--- config.mk ---
export PLATFORM = sky130hd
export DESIGN_NAME = fifo_ctrl
export DESIGN_NICKNAME = d
export VERILOG_FILES = /design/src/rtl/fifo_ctrl.sv
export SDC_FILE = /design/constraint.sdc
export NUM_CORES = 1
export LEC_CHECK = 0
export ABC_AREA = 1
export CAP_MARGIN = 10
export CORE_MARGIN = 4
export CORE_UTILIZATION = 37
export CTS_BUF_LIST = sky130_fd_sc_hd__clkbuf_8
export DETAILED_ROUTE_END_ITERATION = 6
export HOLD_SLACK_MARGIN = 0.05
export PLACE_DENSITY = 0.88
export REMOVE_ABC_BUFFERS = 1
export SYNTH_ARGS = -nofsm -noshare
export SYNTH_HDL_FRONTEND = slang
export SYNTH_SLANG_ARGS = --single-unit
--- constraint.sdc ---
create_clock -name clk -period 4.2 [get_ports clk]
set_input_delay 0.42 -clock clk [delete_from_list [all_inputs] [get_ports clk]]
set_output_delay 0.42 -clock clk [all_outputs]
set_load 0.05 [all_outputs]
--- src/rtl/fifo_ctrl.sv ---
// fifo_ctrl: pointer/flag controller that turns a dual-port memory
// (registered write, combinational read) into a first-word-fall-through
// queue. The controller owns both pointers, the occupancy count and the
// sticky overflow/underflow error flags.
//
// Handshake semantics (both sides):
//   Producer: a word is accepted at the rising edge where wr_en=1 and
//   full=0. With full=1, the push is dropped and ovf is set.
//   Consumer: rd_data is the head word whenever empty=0. That word is
//   consumed at the rising edge where rd_en=1 and empty=0. With empty=1,
//   the pop is ignored and udf is set.
//   The flags seen in the current cycle decide acceptance. A pop and a
//   push can both be accepted in the same cycle.
module fifo_ctrl #(
  parameter int DW    = 16,
  parameter int AW    = 4,
  parameter int AF_TH = 2**AW - 2,
  parameter int AE_TH = 2
) (
  input  logic          clk,
  input  logic          rst,
  input  logic          clr,
  input  logic          wr_en,
  input  logic [DW-1:0] wr_data,
  input  logic          rd_en,
  output logic [DW-1:0] rd_data,
  output logic          full,
  output logic          empty,
  output logic          almost_full,
  output logic          almost_empty,
  output logic [AW:0]   count,
  output logic          ovf,
  output logic          udf,
  output logic          mem_wr,
  output logic [AW-1:0] mem_wa,
  output logic [AW-1:0] mem_ra,
  output logic [DW-1:0] mem_din,
  input  logic [DW-1:0] mem_dout
);

  // Thresholds are resized once to the count width, so the compares are
  // exact-width. The legal ranges (1..D and 0..D-1) fit in AW+1 bits.
  localparam logic [AW:0] AF_LIM = (AW+1)'(AF_TH);
  localparam logic [AW:0] AE_LIM = (AW+1)'(AE_TH);

  // Each pointer carries one extra wrap bit. That bit tells full apart
  // from empty when the low address bits are equal.
  logic [AW:0] wptr;
  logic [AW:0] rptr;
  logic        push;
  logic        pop;

  // Status decode. All of it comes from registered pointers, so every
  // flag reflects the state after the last edge.
  always_comb begin
    empty        = (wptr == rptr);
    full         = (wptr[AW] != rptr[AW]) && (wptr[AW-1:0] == rptr[AW-1:0]);
    count        = wptr - rptr;
    almost_full  = (count >= AF_LIM);
    almost_empty = (count <= AE_LIM);
  end

  // Accept logic. A blocked side does not stall the other side, so a pop
  // still goes through while full, and a push still goes through while
  // empty.
  always_comb begin
    push = wr_en && !full;
    pop  = rd_en && !empty;
  end

  // Memory drive. The write strobe is masked during rst and clr, so a
  // flush or reset never leaves a stray word behind. While full,
  // mem_wa == mem_ra. Because the push is rejected in that case, the
  // combinational read still returns the old head word.
  always_comb begin
    mem_wr  = push && !rst && !clr;
    mem_wa  = wptr[AW-1:0];
    mem_din = wr_data;
    mem_ra  = rptr[AW-1:0];
    rd_data = mem_dout;
  end

  // Pointer and sticky-error state. Priority is rst, then clr, then
  // push/pop. clr keeps the error history, but it also suppresses any new
  // error flagging in its own cycle.
  always_ff @(posedge clk) begin
    if (rst) begin
      wptr <= '0;
      rptr <= '0;
      ovf  <= 1'b0;
      udf  <= 1'b0;
    end else if (clr) begin
      wptr <= '0;
      rptr <= '0;
    end else begin
      if (push)
        wptr <= wptr + 1'b1;
      if (pop)
        rptr <= rptr + 1'b1;
      if (wr_en && full)
        ovf <= 1'b1;
      if (rd_en && empty)
        udf <= 1'b1;
    end
  end

endmodule

## Word-level counts from Yosys, hierarchy flattened

Cells that the tools add are included.

| storage, ports and cells | value |
|---|---|
| bits in registers | 12 |
| bits of input ports | 37 |
| logic and storage cells | 27 |

| cells by class | value |
|---|---|
| bitwise logic cells | 1 |
| add/sub/neg operators | 3 |
| equality and inequality tests | 3 |
| magnitude comparators | 2 |
| reduce and logical (&&, ||, !) cells | 14 |

Operators with widths:

| cell | count |
|---|---|
| adder 5 x 1 -> 5 bit, second input constant | 2 |
| logical AND 1 bit | 7 |
| equality test 5 bit | 1 |
| >= comparator 5 x 4 -> 1 bit, second input constant | 1 |
| <= comparator 5 x 2 -> 1 bit, second input constant | 1 |
| subtractor 5 bit | 1 |
| equality test 4 bit | 1 |
| logical NOT 1 bit | 4 |
| AND reduction 2 bit | 2 |
| OR reduction 2 bit | 1 |
| != test 1 bit | 1 |
| NOT 1 bit | 1 |

## Longest topological paths before layout

| depth | value |
|---|---|
| depth in word-level cells | 6 |
| gate-level depth with buffers | 10 |

## Least setup slack after synthesis

OpenSTA, ideal clock, no wires.

| path | value |
|---|---|
| kind | register to output |
| start | register rptr[0] |
| end | output almost_empty |
| stages on the path, launching flop included | 8 |
| required time | 3780 ps |
| setup slack | 1341 ps |
| data arrival time | 2439 ps |
| path buffers | 0 |
| path through | dfxtp_1 > ha_1 > inv_1 > fa_1 > nand3_1 > nand2_1 > xor2_1 > nor2_1 |

| between the ends | value |
|---|---|
| longest elaborated chain between the ends | 2 |

RTL lines:

| what | RTL line | text |
|---|---|---|
| start: declaration | 49 | `logic [AW:0] rptr;` |
| start signal: assignment | 99 | `rptr <= rptr + 1'b1;` |
| subtractor 5 bit | 58 | `count = wptr - rptr;` |
| via count[4] | 31 | `output logic [AW:0] count,` |
| <= comparator 5 x 2 -> 1 bit | 60 | `almost_empty = (count <= AE_LIM);` |
| end: declaration | 30 | `output logic almost_empty,` |

The timed path passes the listed nets, and every way through them passes these cells.

## Worst setup path in the final report

| path | value |
|---|---|
| start | register wptr[0] |
| end | output almost_empty |

| between the ends | value |
|---|---|
| longest elaborated chain between the ends | 2 |

RTL lines:

| what | RTL line | text |
|---|---|---|
| start: declaration | 48 | `logic [AW:0] wptr;` |
| start signal: assignment | 97 | `wptr <= wptr + 1'b1;` |
| subtractor 5 bit | 58 |  |
| <= comparator 5 x 2 -> 1 bit | 60 |  |

No other way between the ends.

==> results.md <==
- The run finished with clean final reports.
- The setup slack on the worst flop-to-flop path is around 2.5 ns.
- The combinational fraction of design power is a little under a fifth.
- After synthesis the cells add up to between 0.001 and 0.0015 mm2.
- In this run the core area contains 20 standard-cell rows.
- In the final layout, the share of cells above drive strength 1 is between 8 and 9%.
- STA classifies the critical path endpoint as a primary output.
- The detailed-route vias per instance is around 4.9.
- The count of hold-fix buffers inserted at cts is 0.
- Of all nets on the critical path, the largest fanout is 6.
- The library cells used most frequently in the layout, excluding fill and tap cells, are sky130_fd_sc_hd__nand2_1 (32), sky130_fd_sc_hd__clkdlybuf4s50_1 (24), sky130_fd_sc_hd__nand3_1 (21).
- The cell with the biggest individual delay on the critical path is sky130_fd_sc_hd__clkdlybuf4s50_1.
- Data on the critical path is required at its endpoint by about 3.8 ns.
- The clock root buffer is sky130_fd_sc_hd__clkbuf_8.
- Dividing the detail-routed wire length by the instance count gives between 15 and 20 um.
- The congestion estimate from routability-driven global placement came to approximately 0.73.
- The number of nets with antenna violations after detailed routing is 0.
- The internal power component is roughly 0.22 mW.
- The post-CTS clock slew at the launch and capture registers of the worst setup and hold paths is 0.05 ns.
- For this block, the routed nets add up to around 3.1 mm of wire.
- The share of the clock period used by the worst path is ~74%.
- The layout net count is 197.
- The largest stage delay on the critical path is around 0.8 ns.
- Setup repair after global routing left no endpoint under its margin.
- The relative slew slack is between 60 and 70%.
- The final total negative setup slack is 0 ns.
- The floorplan step defined a die boundary enclosing slightly above 0.004 mm2.
- The time the worst path needs with I/O delays and setup is 3.09 ns.
- The cell seen most often among critical-path stages is sky130_fd_sc_hd__inv_1.
- The final antenna diode count is 0.
- On the final layout, the worst clock skew is ~0.0022 ns.
- CTS built an H-tree with a depth of 1.
- The number of violations of the max-capacitance limit is 0.
- The maximum vdd ir drop is 0.162 mV.
- The DRC marker count from the first detailed-route iteration is 20.
- The total of endpoints with negative setup slack in the final report is 0.
- The final HPWL from detailed placement is between 2 and 2.5 mm.
- No sink is reached through more buffers than the 2 on the longest clock path.
- Summing over every cut layer, the via total after detailed routing is 961.
- The first global-routing pass estimated ~5 mm of wire.
- The post-route core utilization is 39.6%.
- The signal on the critical path passes through inv_1, ha_1, inv_1, fa_1, a22oi_1, nand3_1, nor2_1, clkdlybuf4s50_1.
- The number of clock buffers inserted by TritonCTS is 3.
- The sum of overflow across all layers after global routing is 0.
- The register bit total from synthesis is 12.
- The core outline area is 0.00303 mm2.
- The signed area change from the synthesized netlist to the final layout is 3.68%.
- After technology mapping, the gate count stands at ~170.
- The post-CTS repair timing setup buffer count is 0.
- The via count of the first global-routing pass was between 900 and 1000.
- During synthesis, Yosys emitted a total of 0 warnings.
- Data on the critical path arrives at its endpoint at 2.67 ns.
- The analysis attributes to cell leakage a power of between 0.5 and 0.6 nW.
- The number of remaining DRC errors is 0.
- The total number of clock tree sinks is 12.
- Sequential elements use around a fifth of the synthesized area.
- The power density over cell area is about 250 mW/mm2.
- The number of iterations in the first detailed-routing pass is 4.
- The net load switching power is 0.0806 mW.
- The number of port buffers is 24.
- The max-slew violation count is 0.
- The switching part of the total is between 20 and 30%.
- The critical path launch point type is a flop.
- TritonCTS built the clock tree.
- Yosys mapped the design onto 20 distinct sky130hd cell types.
- The sequential power share is between 30% and 40%.
- The insertion delay of the later-clocked pin in the worst-skew pair is 0.24 ns.
- The initial cell density of the core is 38.2%.
- The top-level I/O count is 89.
- The final hold violation count came to 0.
- The number of antenna violations at the first check in global routing is 0.
- The average footprint of a synthesized cell is ~7 um2.
- Entering global routing, the biggest net connects 11 pins.
- The die boundary height is ~64 um.
- The path class of the tightest hold or removal check is reg2reg.
- At the pin with the least slew margin, the transition time is between 0.5 and 0.6 ns.
- The critical path in this run is classified as reg2out.
- The share of total power in the clock network is 41.8%.
- The post-cts sizing count is 0.
- The floorplan step set the die width to between 60 and 70 um.
- The overall fraction of global-route tracks in use is approximately 16%.
- The most common cell after layout, fill and taps aside is sky130_fd_sc_hd__nand2_1.
- Based on the critical path, the design can be clocked at up to ~320 MHz.
final timing paths:
kind / endpoint / cells after the start / from
worst max register to register: rptr[3] / 8 / rptr[2]
worst min register to register: udf / 2 / udf
worst max-delay path: almost_empty / 8 / wptr[0]
worst min-delay path: udf / 2 / udf
cells in the mapped netlist:
cell type                  number  area share [%]
sky130_fd_sc_hd__inv_2          2            0.65
sky130_fd_sc_hd__nor2_1         4             1.3
sky130_fd_sc_hd__nand3_1       21             9.1
sky130_fd_sc_hd__clkinv_1       1            0.32
sky130_fd_sc_hd__xor2_1         4             3.0
sky130_fd_sc_hd__nand2_4        4             3.9
sky130_fd_sc_hd__fa_1           1             1.7
sky130_fd_sc_hd__buf_4         40              26
sky130_fd_sc_hd__inv_1         15             4.9
sky130_fd_sc_hd__nand2_2        2             1.1
sky130_fd_sc_hd__clkbuf_1       1            0.32
sky130_fd_sc_hd__o21ai_1        2            0.86
sky130_fd_sc_hd__a22oi_1        1            0.65
sky130_fd_sc_hd__nor2_4         1            0.97
sky130_fd_sc_hd__dfxtp_1       12              21
sky130_fd_sc_hd__a21oi_1       12             5.2
sky130_fd_sc_hd__nand4_1        4             2.2
sky130_fd_sc_hd__nand2_1       32              10
sky130_fd_sc_hd__ha_1           6             6.5
sky130_fd_sc_hd__buf_1          1            0.32
area by class of cell:
type / instances / area [um2]
sequential: 12 / 240
tap: 44 / 55.1
clock buffer: 4 / 55.1
inverter: 18 / 67.6
multi-input combinational: 94 / 542
timing repair buffer: 24 / 240
fill: 320 / 1830
critical path, delay by kind of cell (launching register included):
kind	cells	cell delay [ns]
adders and majority gates	2	0.64
DFF	1	0.41
AOI/OAI and AO/OA	1	0.21
buffers and inverters	3	0.96
and+or+nand+nor	2	0.21
flip-flops by register name, indices dropped and copies added (netlist names):
register  cells
wptr          5
udf           1
rptr          5
ovf           1
metal layers:
| layer | GRT usage, % | part of all wire (%) | vias to the layer above |
|---|---|---|---|
| met4 | 4.85 | 0.87 | 0 |
| li1 | - | - | 466 |
| met1 | 19.4 | 42 | 413 |
| met2 | 19.1 | 37 | 80 |
| met5 | 0 | 0 | - |
| met3 | 16.3 | 20 | 2 |
power groups by stage:
stage	Combinational (mW)	Sequential, mW	Clock (mW)
after floorplan	0.0304	0.125	0
after global placement	0.0556	0.120	0
after detailed placement	0.0559	0.120	0
after CTS	0.0562	0.118	0.128
after global routing	0.0597	0.118	0.136
final	0.0556	0.118	0.124
stage by stage:
stage               worst slack [ns]  std cells  instance area (um2)  hold WS (ns)  total power [mW]
detailed placement              1.35        192                 1140         0.452             0.176
finish                          1.11        196                 1200         0.459             0.298
floorplan                      0.951        124                  850         0.481             0.156
global placement                1.41        192                 1140         0.452             0.175
CTS                             1.09        196                 1200         0.463             0.301
global route                   0.899        196                 1200         0.482             0.313
kinds of logic after synthesis:
family | after synthesis | share of synthesized area (%)
flip-flops | 12 | 20.8
XOR/XNOR | 4 | 3.03
AO/OA/AOI/OAI | 15 | 6.70
AND/OR/NAND/NOR | 68 | 28.9
adder cells (fa/ha/maj) | 7 | 8.22
buffers and inverters | 60 | 32.4
Power figures use the tool's default switching activity.
